File: config.mk
export PLATFORM = sky130hd
export DESIGN_NAME = circle_run_ctrl_flat
export DESIGN_NICKNAME = d
export VERILOG_FILES = /design/src/rtl/circle_run_ctrl_pkg.sv /design/src/rtl/circle_run_ctrl_if.sv /design/src/rtl/circle_run_ctrl_ptn_wrap_det.sv /design/src/rtl/circle_run_ctrl.sv /design/src/flat_wrapper.sv
export SDC_FILE = /design/constraint.sdc
export NUM_CORES = 1
export LEC_CHECK = 0
export ABC_AREA = 1
export BUFFER_PORTS_ARGS = -buffer_cell sky130_fd_sc_hd__buf_2
export CAP_MARGIN = 20
export CORE_MARGIN = 4
export CORE_UTILIZATION = 35
export CTS_CLUSTER_SIZE = 25
export DETAILED_ROUTE_END_ITERATION = 10
export GPL_ROUTABILITY_DRIVEN = 0
export PLACE_DENSITY = 0.6
export SLEW_MARGIN = 30
export SYNTH_ARGS = -nofsm -noshare
export SYNTH_HDL_FRONTEND = slang
export SYNTH_SLANG_ARGS = --single-unit
File: constraint.sdc
create_clock -name clk -period 1.3 [get_ports clk]
set_input_delay 0.26 -clock clk [delete_from_list [all_inputs] [get_ports clk]]
set_output_delay 0.26 -clock clk [all_outputs]
set_load 0.02 [all_outputs]
File: src/rtl/circle_run_ctrl_pkg.sv
// Shared types and constants for the circle run-counter controller.
// Build option: CIRCLE_RUN_DOWN_EN adds a latched count direction (down-count from RUN_MAX).
package circle_run_ctrl_pkg;

  typedef enum logic [1:0] {
    CR_IDLE = 2'd0,
    CR_RUN  = 2'd1,
    CR_STOP = 2'd2
  } cr_state_e;

  localparam logic CR_ONESHOT = 1'b0;
  localparam logic CR_LOOP    = 1'b1;

  // Start value of a run: zero when counting up, the terminal count when counting down.
  function automatic int unsigned cr_reload(input logic down, input int unsigned run_max);
    return down ? run_max : 0;
  endfunction

endpackage

File: src/rtl/circle_run_ctrl_if.sv
// Control/status bundle between the sequencer (master) and circle_run_ctrl (slave).
// Build option: CIRCLE_RUN_DOWN_EN adds the run_dir request signal.
interface circle_run_ctrl_if #(
  parameter int PTN_W = 4,
  parameter int RUN_W = 3
);
  logic             start;
  logic             clr;
  logic             mode;
  logic [PTN_W-1:0] ptn_cnt;
`ifdef CIRCLE_RUN_DOWN_EN
  logic             run_dir;
`endif
  logic [RUN_W-1:0] run_cnt;
  logic             run_stop;
  logic             run_busy;
  logic             run_done;
  logic             run_wrap;

`ifdef CIRCLE_RUN_DOWN_EN
  modport master (output start, clr, mode, ptn_cnt, run_dir,
                  input  run_cnt, run_stop, run_busy, run_done, run_wrap);
  modport slave  (input  start, clr, mode, ptn_cnt, run_dir,
                  output run_cnt, run_stop, run_busy, run_done, run_wrap);
`else
  modport master (output start, clr, mode, ptn_cnt,
                  input  run_cnt, run_stop, run_busy, run_done, run_wrap);
  modport slave  (input  start, clr, mode, ptn_cnt,
                  output run_cnt, run_stop, run_busy, run_done, run_wrap);
`endif
endinterface

File: src/rtl/circle_run_ctrl_ptn_wrap_det.sv
// Pass detector: one tick per arrival of the pattern counter at its last value,
// even if the counter stalls there.
module ptn_wrap_det #(
  parameter int PTN_W      = 4,
  parameter int CNT_LENGTH = 8
) (
  input  logic             clk,
  input  logic             rst,
  input  logic [PTN_W-1:0] ptn_cnt,
  output logic             tick
);
  localparam logic [PTN_W-1:0] LAST_VAL = PTN_W'(CNT_LENGTH - 1);

  logic hit;
  logic last_q;

  assign hit = (ptn_cnt == LAST_VAL);

  always_ff @(posedge clk or posedge rst) begin
    if (rst) begin
      last_q <= 1'b0;
    end else begin
      last_q <= hit;
    end
  end

  // A one-value period sits on the last value permanently, so every cycle is a pass.
  assign tick = hit && (!last_q || (CNT_LENGTH == 1));

endmodule

File: src/rtl/circle_run_ctrl.sv
// IDLE/RUN/STOP controller counting completed pattern passes, one-shot or loop mode.
// Build option: CIRCLE_RUN_DOWN_EN enables down-counting selected by run_dir at start.
module circle_run_ctrl
  import circle_run_ctrl_pkg::*;
#(
  parameter int PTN_W      = 4,
  parameter int CNT_LENGTH = 8,
  parameter int RUN_W      = 3,
  parameter int RUN_MAX    = 7
) (
  input logic              clk,
  input logic              rst,
  circle_run_ctrl_if.slave ctrl_if
);
  localparam logic [RUN_W-1:0] RUN_TOP = RUN_W'(RUN_MAX);

  cr_state_e        state_q, state_d;
  logic [RUN_W-1:0] run_cnt_q, run_cnt_d;
  logic             mode_q, mode_d;
  logic             dir_q, dir_d;
  logic             done_q, done_d;
  logic             wrap_q, wrap_d;
  logic             tick;
  logic             dir_in;
  logic             terminal;
  logic [RUN_W-1:0] reload_val;

`ifdef CIRCLE_RUN_DOWN_EN
  assign dir_in = ctrl_if.run_dir;
`else
  assign dir_in = 1'b0;
`endif

  ptn_wrap_det #(
    .PTN_W      (PTN_W),
    .CNT_LENGTH (CNT_LENGTH)
  ) u_det (
    .clk     (clk),
    .rst     (rst),
    .ptn_cnt (ctrl_if.ptn_cnt),
    .tick    (tick)
  );

  assign terminal   = dir_q ? (run_cnt_q == '0) : (run_cnt_q == RUN_TOP);
  assign reload_val = RUN_W'(cr_reload(dir_in, RUN_MAX));

  always_ff @(posedge clk or posedge rst) begin
    if (rst) begin
      state_q   <= CR_IDLE;
      run_cnt_q <= '0;
      mode_q    <= CR_ONESHOT;
      dir_q     <= 1'b0;
      done_q    <= 1'b0;
      wrap_q    <= 1'b0;
    end else begin
      state_q   <= state_d;
      run_cnt_q <= run_cnt_d;
      mode_q    <= mode_d;
      dir_q     <= dir_d;
      done_q    <= done_d;
      wrap_q    <= wrap_d;
    end
  end

  always_comb begin
    state_d   = state_q;
    run_cnt_d = run_cnt_q;
    mode_d    = mode_q;
    dir_d     = dir_q;
    done_d    = 1'b0;
    wrap_d    = 1'b0;
    if (ctrl_if.clr) begin
      state_d   = CR_IDLE;
      run_cnt_d = '0;
    end else begin
      unique case (state_q)
        CR_IDLE: begin
          run_cnt_d = '0;
          if (ctrl_if.start) begin
            state_d   = CR_RUN;
            run_cnt_d = reload_val;
            mode_d    = ctrl_if.mode;
            dir_d     = dir_in;
          end
        end
        CR_RUN: begin
          if (tick) begin
            if (!terminal) begin
              run_cnt_d = dir_q ? run_cnt_q - 1'b1 : run_cnt_q + 1'b1;
            end else if (mode_q == CR_LOOP) begin
              run_cnt_d = dir_q ? RUN_TOP : '0;
              wrap_d    = 1'b1;
            end else begin
              state_d = CR_STOP;
              done_d  = 1'b1;
            end
          end
        end
        CR_STOP: begin
          if (ctrl_if.start) begin
            state_d   = CR_RUN;
            run_cnt_d = reload_val;
            mode_d    = ctrl_if.mode;
            dir_d     = dir_in;
          end
        end
        default: begin
          state_d   = CR_IDLE;
          run_cnt_d = '0;
        end
      endcase
    end
  end

  always_comb begin
    ctrl_if.run_cnt  = run_cnt_q;
    ctrl_if.run_busy = (state_q == CR_RUN);
    ctrl_if.run_stop = (state_q == CR_STOP);
    ctrl_if.run_done = done_q;
    ctrl_if.run_wrap = wrap_q;
  end

endmodule
File: src/flat_wrapper.sv
// flat-port wrapper written by rule: the top's interface ports become plain ports
module circle_run_ctrl_flat import circle_run_ctrl_pkg::*;
#(
  parameter int PTN_W      = 4,
  parameter int CNT_LENGTH = 8,
  parameter int RUN_W      = 3,
  parameter int RUN_MAX    = 7
)
  (clk, rst, ctrl_if_start, ctrl_if_clr, ctrl_if_mode, ctrl_if_ptn_cnt, ctrl_if_run_cnt, ctrl_if_run_stop, ctrl_if_run_busy, ctrl_if_run_done, ctrl_if_run_wrap);
  circle_run_ctrl_if #(.PTN_W(PTN_W), .RUN_W(RUN_W)) ctrl_if_i ();
  input logic clk;
  input logic rst;
  input wire logic [$bits(ctrl_if_i.start)-1:0] ctrl_if_start;
  input wire logic [$bits(ctrl_if_i.clr)-1:0] ctrl_if_clr;
  input wire logic [$bits(ctrl_if_i.mode)-1:0] ctrl_if_mode;
  input wire logic [$bits(ctrl_if_i.ptn_cnt)-1:0] ctrl_if_ptn_cnt;
  output wire logic [$bits(ctrl_if_i.run_cnt)-1:0] ctrl_if_run_cnt;
  output wire logic [$bits(ctrl_if_i.run_stop)-1:0] ctrl_if_run_stop;
  output wire logic [$bits(ctrl_if_i.run_busy)-1:0] ctrl_if_run_busy;
  output wire logic [$bits(ctrl_if_i.run_done)-1:0] ctrl_if_run_done;
  output wire logic [$bits(ctrl_if_i.run_wrap)-1:0] ctrl_if_run_wrap;
  assign ctrl_if_i.start = ctrl_if_start;
  assign ctrl_if_i.clr = ctrl_if_clr;
  assign ctrl_if_i.mode = ctrl_if_mode;
  assign ctrl_if_i.ptn_cnt = ctrl_if_ptn_cnt;
  assign ctrl_if_run_cnt = ctrl_if_i.run_cnt;
  assign ctrl_if_run_stop = ctrl_if_i.run_stop;
  assign ctrl_if_run_busy = ctrl_if_i.run_busy;
  assign ctrl_if_run_done = ctrl_if_i.run_done;
  assign ctrl_if_run_wrap = ctrl_if_i.run_wrap;
  circle_run_ctrl #(.PTN_W(PTN_W), .CNT_LENGTH(CNT_LENGTH), .RUN_W(RUN_W), .RUN_MAX(RUN_MAX)) u_core (.clk(clk), .rst(rst), .ctrl_if(ctrl_if_i));
endmodule
==> metrics.txt, run 1 <==
Post-route DRC 0; Tcrit/Tclk final 101.1%; maximum clock path buffer count 2; All-Layer GR Usage 12.09%; Worst Setup Path Type flip-flop to flip-flop; clock buffer count from CTS 3; Register-to-Register Path Depth 8; top post-synthesis cells by count 14 x inv_1, 12 x nand2_1, 9 x dfrtp_1; Worst-Margin Slew 0.3729 ns; post-synth cell types 16; multi-input logic area 276.5 sq um; chip height 46.47 microns; DRT iter0 DRCs 3; simple-gate portion of the synthesized area around 36%; # fillers roughly 140; synthesized flop and latch total 9; Synth Warn # 0; Setup Skew ~0.006 ns; Ant. Diodes 0; Top FF cell, synth dfrtp_1; post-DP HPWL 833.8 microns; Final Hold Fails 0; unrepaired setup endpoints after global routing yes; Detail Route Antenna Nets 0; worst path bufs/invs 0; mux cell area share after synthesis 0%; Die Wd 46.47 microns; Total Wirelength 1099 microns; number of synthesized flops with an enable pin 0; CTS tree done; crit path DAT 1.47 ns; Setup crit end u_core.ctrl_if.run_cnt[1]; final setup vio count 2; clk_lat worst skew 0.27 ns; Pwr Total 0.9291 mW; CP Depth 8; area grow syn2layout 36.23%; core box area approximately 0.0014 sq mm; reg2reg end u_core.ctrl_if.run_cnt[1]; port buffer count 15; worst vdd ir 0.5089 mV; leak pwr between 0.3 and 0.4 nW; xor and xnor area share after synthesis 0%; Vias/cell about 4.6; Syn Nets 78; max-cap violations 0; highest clock rate 0.7611 GHz; largest net degree at the start of global routing 10; post-synthesis compound-gate area fraction around 2.2%; Critical R2R Launch u_core.ctrl_if.run_cnt[0]; first-pass GRT wire length ~1800 microns; number of global-route vias before repair 437; CP Max Fanout 4; Setup crit start kind flip-flop; Synth Cell Area 518.0 sq um; sequential area share after synthesis 43.48%; CTS Root Cell clkbuf_4; Slew headroom between 70% and 80%; share of the synthesized area in the top cell type 43.48%; critical-path cell list ha_4 -> ha_4 -> nand2_4 -> nor2_4 -> nor2_4 -> nand2_2 -> nand2_1 -> nand2_1; Final min period 1.314 ns; IO Pins 16; worst path required time 1.46 ns; Die Footprint approximately 0.0022 sq mm; initial core utilization 38.37%; row count 13; top-count cell post-synth inv_1; syn_area_per_cell 7.848 sq um; CP max stage cell dfrtp_2; most area-consuming cells after synthesis dfrtp_1 43%, inv_1 10%, nand2_1 8.7%; via count 478; largest family of logic cells by synthesized area simple AND/OR/NAND/NOR gates; grt ovf 0; H-tree depth 1; final slew viol count 0; failing checks negative setup slack; Reg area 227.7 sq um; Initial DRT Pass Iterations 2; routed length per instance 10.67 microns; clk sinks 9; ratio of cells with drive above 1 in the final layout 42.05%; Synth area leader dfrtp_1; Cells after Synth 66; Total Neg Setup Slack -0.02144 ns; # nets final 101; CP peak stage delay 0.43 ns; FFs w/ async S/R, synth 100.0%; CP startpoint u_core.ctrl_if.run_cnt[0]; Hold WC Path Type primary input to flip-flop; Worst-path clk slew 0.07 ns; initial antenna violation count 0; power per cell area around 1300 mW/mm^2; family with the most delay on the worst path simple AND/OR/NAND/NOR gates; outcome complete, but fails checks; Post-Synth Adder-Cell Area 7.246%; R2R setup slack -0.01 ns; Critical Path Sink Type flip-flop; final worst slack -0.01394 ns
-- final cells by class --
class	count	area share, %
multi-input combinational	42	39.18
sequential	9	32.27
tap	15	2.660
clock buffer	4	3.723
inverter	15	7.979
timing repair buffer	18	14.18
-- report_power, final --
part	switching, mW	internal (mW)	total, mW
clock	0.107	0.119	0.226
combinational	0.205	0.125	0.330
sequential	0.0426	0.330	0.373
total	0.355	0.574	0.929
-- sequential cells by signal, indices dropped and copies added, names as in the netlist --
name / flops
u_core.ctrl_if.run_cnt: 3
u_core.ctrl_if.run_wrap: 1
u_core.state_q: 2
u_core.u_det.last_q: 1
u_core.ctrl_if.run_done: 1
u_core.mode_q: 1
-- layout by cell type (no fill, tap or decap) --
master,count
a21oi_1,1
a31oi_1,1
buf_2,15
buf_4,2
clkbuf_1,1
clkbuf_4,3
dfrtp_1,7
dfrtp_2,2
dlygate4sd3_1,1
ha_1,1
ha_4,2
inv_1,13
inv_2,2
nand2_1,10
nand2_2,5
nand2_4,1
nand3_1,4
nand3b_1,1
nand4_1,1
nor2_1,7
nor2_2,2
nor2_4,3
nor3_1,2
nor4_1,1
-- worst min path at each step --
stage / startpoint / to / slack [ns] / cells after the start
global route: ctrl_if_ptn_cnt[3] / u_core.u_det.last_q / 0.16 / 2
floorplan: rst / u_core.ctrl_if.run_cnt[2] / 0.09 / 1
CTS: ctrl_if_ptn_cnt[3] / u_core.u_det.last_q / 0.16 / 2
finish: ctrl_if_ptn_cnt[3] / u_core.u_det.last_q / 0.17 / 2
global placement: rst / u_core.ctrl_if.run_done / 0.25 / 2
detailed placement: rst / u_core.ctrl_if.run_done / 0.25 / 2
-- metal layers --
| layer | wire length [microns] | track usage, % | vias to the layer above |
|---|---|---|---|
| met3 | 64 | 2.344 | 4 |
| met2 | 531 | 18.68 | 13 |
| met5 | 0 | 0 | - |
| met4 | 31 | 8.523 | 0 |
| li1 | - | - | 244 |
| met1 | 471 | 14.79 | 217 |
-- stage by stage --
step	cell area, sq um	util [%]	cells	hold slack, ns	setup slack, ns
floorplan	538.0	-	66	0.08778	0.002004
global placement	639.4	47.36	97	0.2497	0.02045
detailed placement	639.4	47.36	97	0.2478	-0.0009487
CTS	683.2	50.60	103	0.1593	0.02019
global route	705.7	52.27	103	0.1559	-0.09743
finish	705.7	52.27	103	0.1673	-0.01394
-- logic make-up after synthesis --
kind of cell	after synthesis
flops	9
fa+ha+maj	3
buf+inv	15
compound gates	2
simple gates	37
-- what timing repair did --
| action | in CTS | in global routing |
|---|---|---|
| resized for setup | 0 | 5 |
| pin swaps | 1 | 4 |
| endpoints found under the hold margin | 9 | 0 |
| setup buffers | 1 | 0 |
| hold buffers | 1 | 0 |
| endpoints found under the setup margin | 2 | 4 |
No activity file was read; power rests on OpenSTA's default activity.
==> run 2, diff against run 1 <==
CTS_CLUSTER_DIAMETER = 200   (was unset)
PLACE_DENSITY = 0.58   (was 0.6)
TNS_END_PERCENT = 50   (was unset)
clock period = 1.5 ns   (was 1.3 ns; I/O delays follow)
==> run 2 against run 1 <==
  * The run ends with negative hold slack left
  * Setup slack improved by 0.16 ns
  * First-iteration DRC count increased by 67%
  * Combinational power decreased by 29%
  * Critical path depth unchanged
  * Routed wire length decreased by 13%
  * Register-to-register slack improved by 0.16 ns
  * Clock power decreased by 17%
  * Utilization decreased by 5.0 points
  * Maximum frequency decreased by 3.3%
  * Largest cell class unchanged
  * Highest routed layer unchanged
==> metrics.txt, run 2 (synthesis results as in run 1) <==
DRT iter0 DRCs 5 (+2); switch share 36.94% (-1.3 points); Tcrit/Tclk final 90.58% (-10 points); row count 13 (unchanged); Seq pwr share 43.0% (+2.9 points); leak pwr 0.3718 nW (-5.1%); Worst-Margin Slew 0.3511 ns (-0.02185 ns); Final min period 1.359 ns (+0.04474 ns); Ant. Diodes 0 (unchanged); max FFs per register 3 (unchanged); hold_buf cts 0 (-1); largest net degree at the start of global routing 10 (unchanged); Pwr Total 0.7398 mW (-20%); H-tree depth 1 (unchanged); outcome complete, but fails checks; highest clock rate 0.7360 GHz (-3.3%); Total Neg Setup Slack 0 ns (+0.02144 ns); chip height 46.47 microns (unchanged); Post-route DRC 0 (unchanged); first-pass GRT wire length 1518 microns (-17%); final slew viol count 0 (unchanged); commonest non-fill, non-tap cell in the layout buf_2; IO Pins 16 (unchanged); number of global-route vias before repair 357 (-18%); most used cell, CP nand2_1; unrepaired setup endpoints after global routing no; maximum clock path buffer count 2 (unchanged); Die Wd 46.47 microns (unchanged); Setup Skew 0.001460 ns (-0.004692 ns); worst vdd ir 0.6489 mV (+28%); CTS Root Cell clkbuf_4; Reg area 225.2 sq um (-1.1%); initial antenna violation count 0 (unchanged); critical-path cell list ha_1 -> ha_1 -> nand2_1 -> nor2_2 -> nor2_4 -> nand2_2 -> nand2_1 -> nand2_1; CP Max Fanout 4 (unchanged); clock buffer count from CTS 3 (unchanged); CTS tree done; # Post-CTS Setup Buffers 0 (-1); Die Footprint 0.002159 sq mm (unchanged); clk sinks 9 (unchanged); Worst Setup Path Type flip-flop to flip-flop; multi-input logic area 236.5 sq um (-14%); via count 438 (-8.4%); Hold WC Path Type primary input to asynchronous set/reset pin; Int Power 0.4665 mW (-19%); max-cap violations 0 (unchanged); Final Hold Fails 9 (+9); grt ovf 0 (unchanged); post-DP HPWL 772.6 microns (-7.3%); commonest non-fill, non-tap cells in the layout 15 x buf_2, 14 x inv_1, 12 x nand2_1; power per cell area 1159 mW/mm^2 (-12%); CP max stage cell dfrtp_1; Initial DRT Pass Iterations 4 (+2); clk_lat worst skew 0.25 ns (-0.02 ns); failing checks negative hold slack; Total Wirelength 951 microns (-13%); Setup crit start kind flip-flop; met2 wire len 406 microns (-24%); ratio of cells with drive above 1 in the final layout 32.94% (-9.1 points); CP peak stage delay 0.40 ns (-0.03 ns); final setup vio count 0 (-2); Detail Route Antenna Nets 0 (unchanged); initial core utilization 38.37% (unchanged); WHS -0.004545 ns (-0.1718 ns); cts repair resizes 0 (unchanged); WL met3 67 microns (+4.7%); # nets final 98 (-3.0%); routed length per instance 9.510 microns (-11%); DRT met1 WL 466 microns (-1.1%); area grow syn2layout 23.19%; worst path required time 1.65 ns (+0.19 ns); switching power 0.2733 mW (-23%); crit path DAT 1.51 ns (+0.04 ns); port buffer count 15 (unchanged); core box area 0.001350 sq mm (unchanged); Slew headroom 76.57% (+1.5 points); Critical Path Sink Type flip-flop; Clk pwr share 25.4% (+1.1 points); All-Layer GR Usage 10.45% (-1.6 points); max layer used met4; Worst-path clk slew 0.06 ns (about the same); Vias/cell 4.380 (-5.6%); Comb pwr share 31.7% (-3.9 points); # fillers 141 (+2.2%)
run 2: path summary, 6_finish.rpt:
kind,cells past startpoint,slack [ns],from,to
setup / recovery,8,0.14,u_core.ctrl_if.run_cnt[0],u_core.ctrl_if.run_cnt[0]
hold / removal,2,-0.005,rst,u_core.ctrl_if.run_cnt[1]
setup reg to reg,8,0.14,u_core.ctrl_if.run_cnt[0],u_core.ctrl_if.run_cnt[0]
hold reg to reg,2,0.51,u_core.ctrl_if.run_cnt[1],u_core.ctrl_if.run_cnt[1]
max in group asynchronous,2,1.25,rst,u_core.state_q[0]
min in group clk,2,0.22,ctrl_if_ptn_cnt[3],u_core.u_det.last_q
run 2: stage by stage:
step | utilization [%] | cell area [sq um] | worst slack (ns) | hold slack [ns] | instances
2_1_floorplan | - | 518.0 | 0.1103 | 0.1279 | 66
3_3_place_gp | 45.32 | 611.8 | 0.1666 | 0.2836 | 96
3_5_place_dp | 45.32 | 611.8 | 0.1444 | 0.2866 | 96
4_1_cts | 47.27 | 638.1 | 0.1364 | 0.009966 | 100
5_1_grt | 47.27 | 638.1 | 0.04112 | 0.02433 | 100
6_report | 47.27 | 638.1 | 0.1413 | -0.004545 | 100
run 2: layout make-up:
type / instances / area share, %
Timing Repair Buffer: 15 / 11.76
Multi-Input combinational cell: 42 / 37.06
Inverter: 15 / 8.824
Tap cell: 15 / 2.941
Clock buffer: 4 / 4.118
Sequential cell: 9 / 35.29
run 2: per-layer routing:
layer,GRT usage (%),vias up
li1,-,240
met1,14.22,186
met2,13.74,10
met3,3.516,2
met4,6.818,0
met5,0,-
run 2: power by group through the flow:
stage | clock (mW) | sequential, mW | combinational, mW
after floorplan | 0 | 0.338 | 0.151
after global placement | 0 | 0.322 | 0.237
after detailed placement | 0 | 0.322 | 0.236
after CTS | 0.194 | 0.318 | 0.236
after global routing | 0.210 | 0.325 | 0.262
final | 0.188 | 0.318 | 0.234
run 2: worst max-delay path: cells and delay by family (launching register included):
kind          cells  cell delay (ns)
simple gates      6             0.45
flops             1             0.40
fa+ha+maj         2             0.40
==> run 3, diff against run 2 <==
CORE_MARGIN = unset   (was 4)
SKIP_LAST_GASP = 1   (was unset)
==> run 3 against run 2 <==
  * The run now ends clean
  * Power about the same
  * Final cell count up 1.0%
  * Sequential power about the same
  * Global-route usage up 4.5 points
  * Setup slack worse by 0.0034 ns
  * Worst hold slack better by 0.21 ns
  * Sequential share of layout area down 0.55 points
  * Clock power about the same
  * Maximum frequency down 0.25%
  * Critical path type unchanged
  * Critical endpoint is now u_core.ctrl_if.run_cnt[1]
  * Largest power group unchanged
==> metrics.txt, run 3 (synthesis results as in run 1) <==
Detail Route Antenna Nets 0 (unchanged); clock buffer count from CTS 3 (unchanged); ratio of cells with drive above 1 in the final layout 32.56% (-0.38 points); area grow syn2layout 25.12%; worst vdd ir 0.5673 mV (-13%); max FFs per register 3 (unchanged); most used cell, CP nand2_1; chip height 40.47 microns (-13%); CP startpoint u_core.ctrl_if.run_cnt[0]; final slew viol count 0 (unchanged); row count 13 (unchanged); final setup vio count 0 (unchanged); Worst Setup Path Type flip-flop to flip-flop; Ant. Diodes 0 (unchanged); critical-path cell list ha_1 -> ha_1 -> nand2_1 -> nor2_2 -> nor2_4 -> nand2_2 -> nand2_1 -> nand2_1; Tcrit/Tclk final 90.80% (+0.22 points); maximum clock path buffer count 2 (unchanged); CP max stage cell dfrtp_1; commonest non-fill, non-tap cell in the layout buf_2; initial core utilization 38.84% (+0.47 points); Final Hold Fails 0 (-9); Die Wd 40.47 microns (-13%); max-cap violations 0 (unchanged); Post-route DRC 0 (unchanged); reg2reg end u_core.ctrl_if.run_cnt[1]; outcome complete, no violations; via count 444 (+1.4%); Pwr Total 0.7400 mW (about the same); Register-to-Register Path Depth 8 (unchanged); initial antenna violation count 0 (unchanged); port buffer count 15 (unchanged); Worst-path clk slew 0.06 ns (about the same); cts repair resizes 0 (unchanged); Initial DRT Pass Iterations 4 (unchanged); clk sinks 9 (unchanged); routed length per instance 9.396 microns (-1.2%); core box area 0.001334 sq mm (-1.2%); CP Max Fanout 4 (unchanged); Total Neg Setup Slack 0 ns (unchanged); crit path DAT 1.51 ns (about the same); Final min period 1.362 ns (+0.003355 ns); Layout Utilization 48.59% (+1.3 points); number of global-route vias before repair 361 (+1.1%); highest clock rate 0.7342 GHz (-0.25%); Vias/cell 4.396 (+0.37%); Critical R2R Launch u_core.ctrl_if.run_cnt[0]; worst path required time 1.65 ns (about the same); Die Footprint 0.001638 sq mm (-24%); power per cell area 1142 mW/mm^2 (-1.5%); Slew headroom 75.70% (-0.87 points); CP peak stage delay 0.40 ns (about the same); commonest non-fill, non-tap cells in the layout 15 x buf_2, 14 x inv_1, 12 x nand2_1; R2R setup slack 0.14 ns (about the same); Setup crit start kind flip-flop; post-DP HPWL 749.8 microns (-3.0%); Setup crit end u_core.ctrl_if.run_cnt[1]; Post-Place Cells 96 (unchanged); Total Wirelength 949 microns (-0.21%); H-tree depth 1 (unchanged); DRT iter0 DRCs 10 (+5); Hold WC Path Type primary input to flip-flop; CTS Root Cell clkbuf_4; grt ovf 0 (unchanged); Hold Startpoint ctrl_if_ptn_cnt[3]; CTS tree done; unrepaired setup endpoints after global routing no; All-Layer GR Usage 14.93% (+4.5 points); # Post-CTS Setup Buffers 0 (unchanged); leak pwr 0.3760 nW (+1.1%); IO Pins 16 (unchanged); Critical Path Sink Type flip-flop; Worst-Margin Slew 0.3641 ns (+0.01306 ns); first-pass GRT wire length 1462 microns (-3.7%); Setup Skew 0.003310 ns (+0.001850 ns); # fillers 139 (-1.4%); largest net degree at the start of global routing 10 (unchanged); clk_lat worst skew 0.26 ns (about the same); final non-filler cell total 101 (+1.0%); # nets final 99 (+1.0%)
==> run 3: final cells by class <==
class / instances / area, sq um / share of cell area [%]
well taps: 15 / 18.77 / 2.896
multi-input cells: 42 / 236.5 / 36.49
flip-flops and latches: 9 / 225.2 / 34.75
clock buffers: 4 / 26.28 / 4.054
repair buffers: 16 / 85.08 / 13.13
inverters: 15 / 56.30 / 8.687
==> run 3: per-stage QoR <==
stage / cell area [sq um] / hold WS (ns) / setup WS, ns
6_report: 648.1 / 0.2043 / 0.1380
5_1_grt: 648.1 / 0.2052 / 0.01480
4_1_cts: 648.1 / 0.1941 / 0.1295
3_5_place_dp: 611.8 / 0.2906 / 0.1383
3_3_place_gp: 611.8 / 0.2829 / 0.1690
2_1_floorplan: 518.0 / 0.1279 / 0.1103
==> run 3: how the worst min path moves through the flow <==
stage	endpoint	cells past startpoint
3_3_place_gp	u_core.ctrl_if.run_cnt[1]	2
2_1_floorplan	u_core.ctrl_if.run_cnt[0]	1
3_5_place_dp	u_core.ctrl_if.run_cnt[2]	2
6_report	u_core.u_det.last_q	2
4_1_cts	u_core.u_det.last_q	2
5_1_grt	u_core.u_det.last_q	2
==> run 3: critical path: cells and delay by family (launching register included) <==
family / cells / cell delay, ns
adder cells (fa/ha/maj): 2 / 0.41
AND/OR/NAND/NOR: 6 / 0.45
flip-flops: 1 / 0.40
==> run 3: what timing repair did <==
action                                  in CTS  in global routing
hold endpoints to repair                     5                  0
endpoints found under the setup margin       0                  0
hold buffers                                 1                  0
==> run 3: where the power goes <==
part / internal (mW) / switching [mW]
sequential: 0.283 / 0.0351
combinational: 0.0826 / 0.152
clock: 0.103 / 0.0843
==> run 3: metal layers <==
layer | share of wire [%] | vias up | GRT usage [%]
met1 | 47 | 186 | 16.61
met5 | 0 | - | 0
met3 | 7.0 | 2 | 10.00
met2 | 45 | 14 | 22.62
li1 | - | 242 | -
met4 | 1.3 | 0 | 5.000
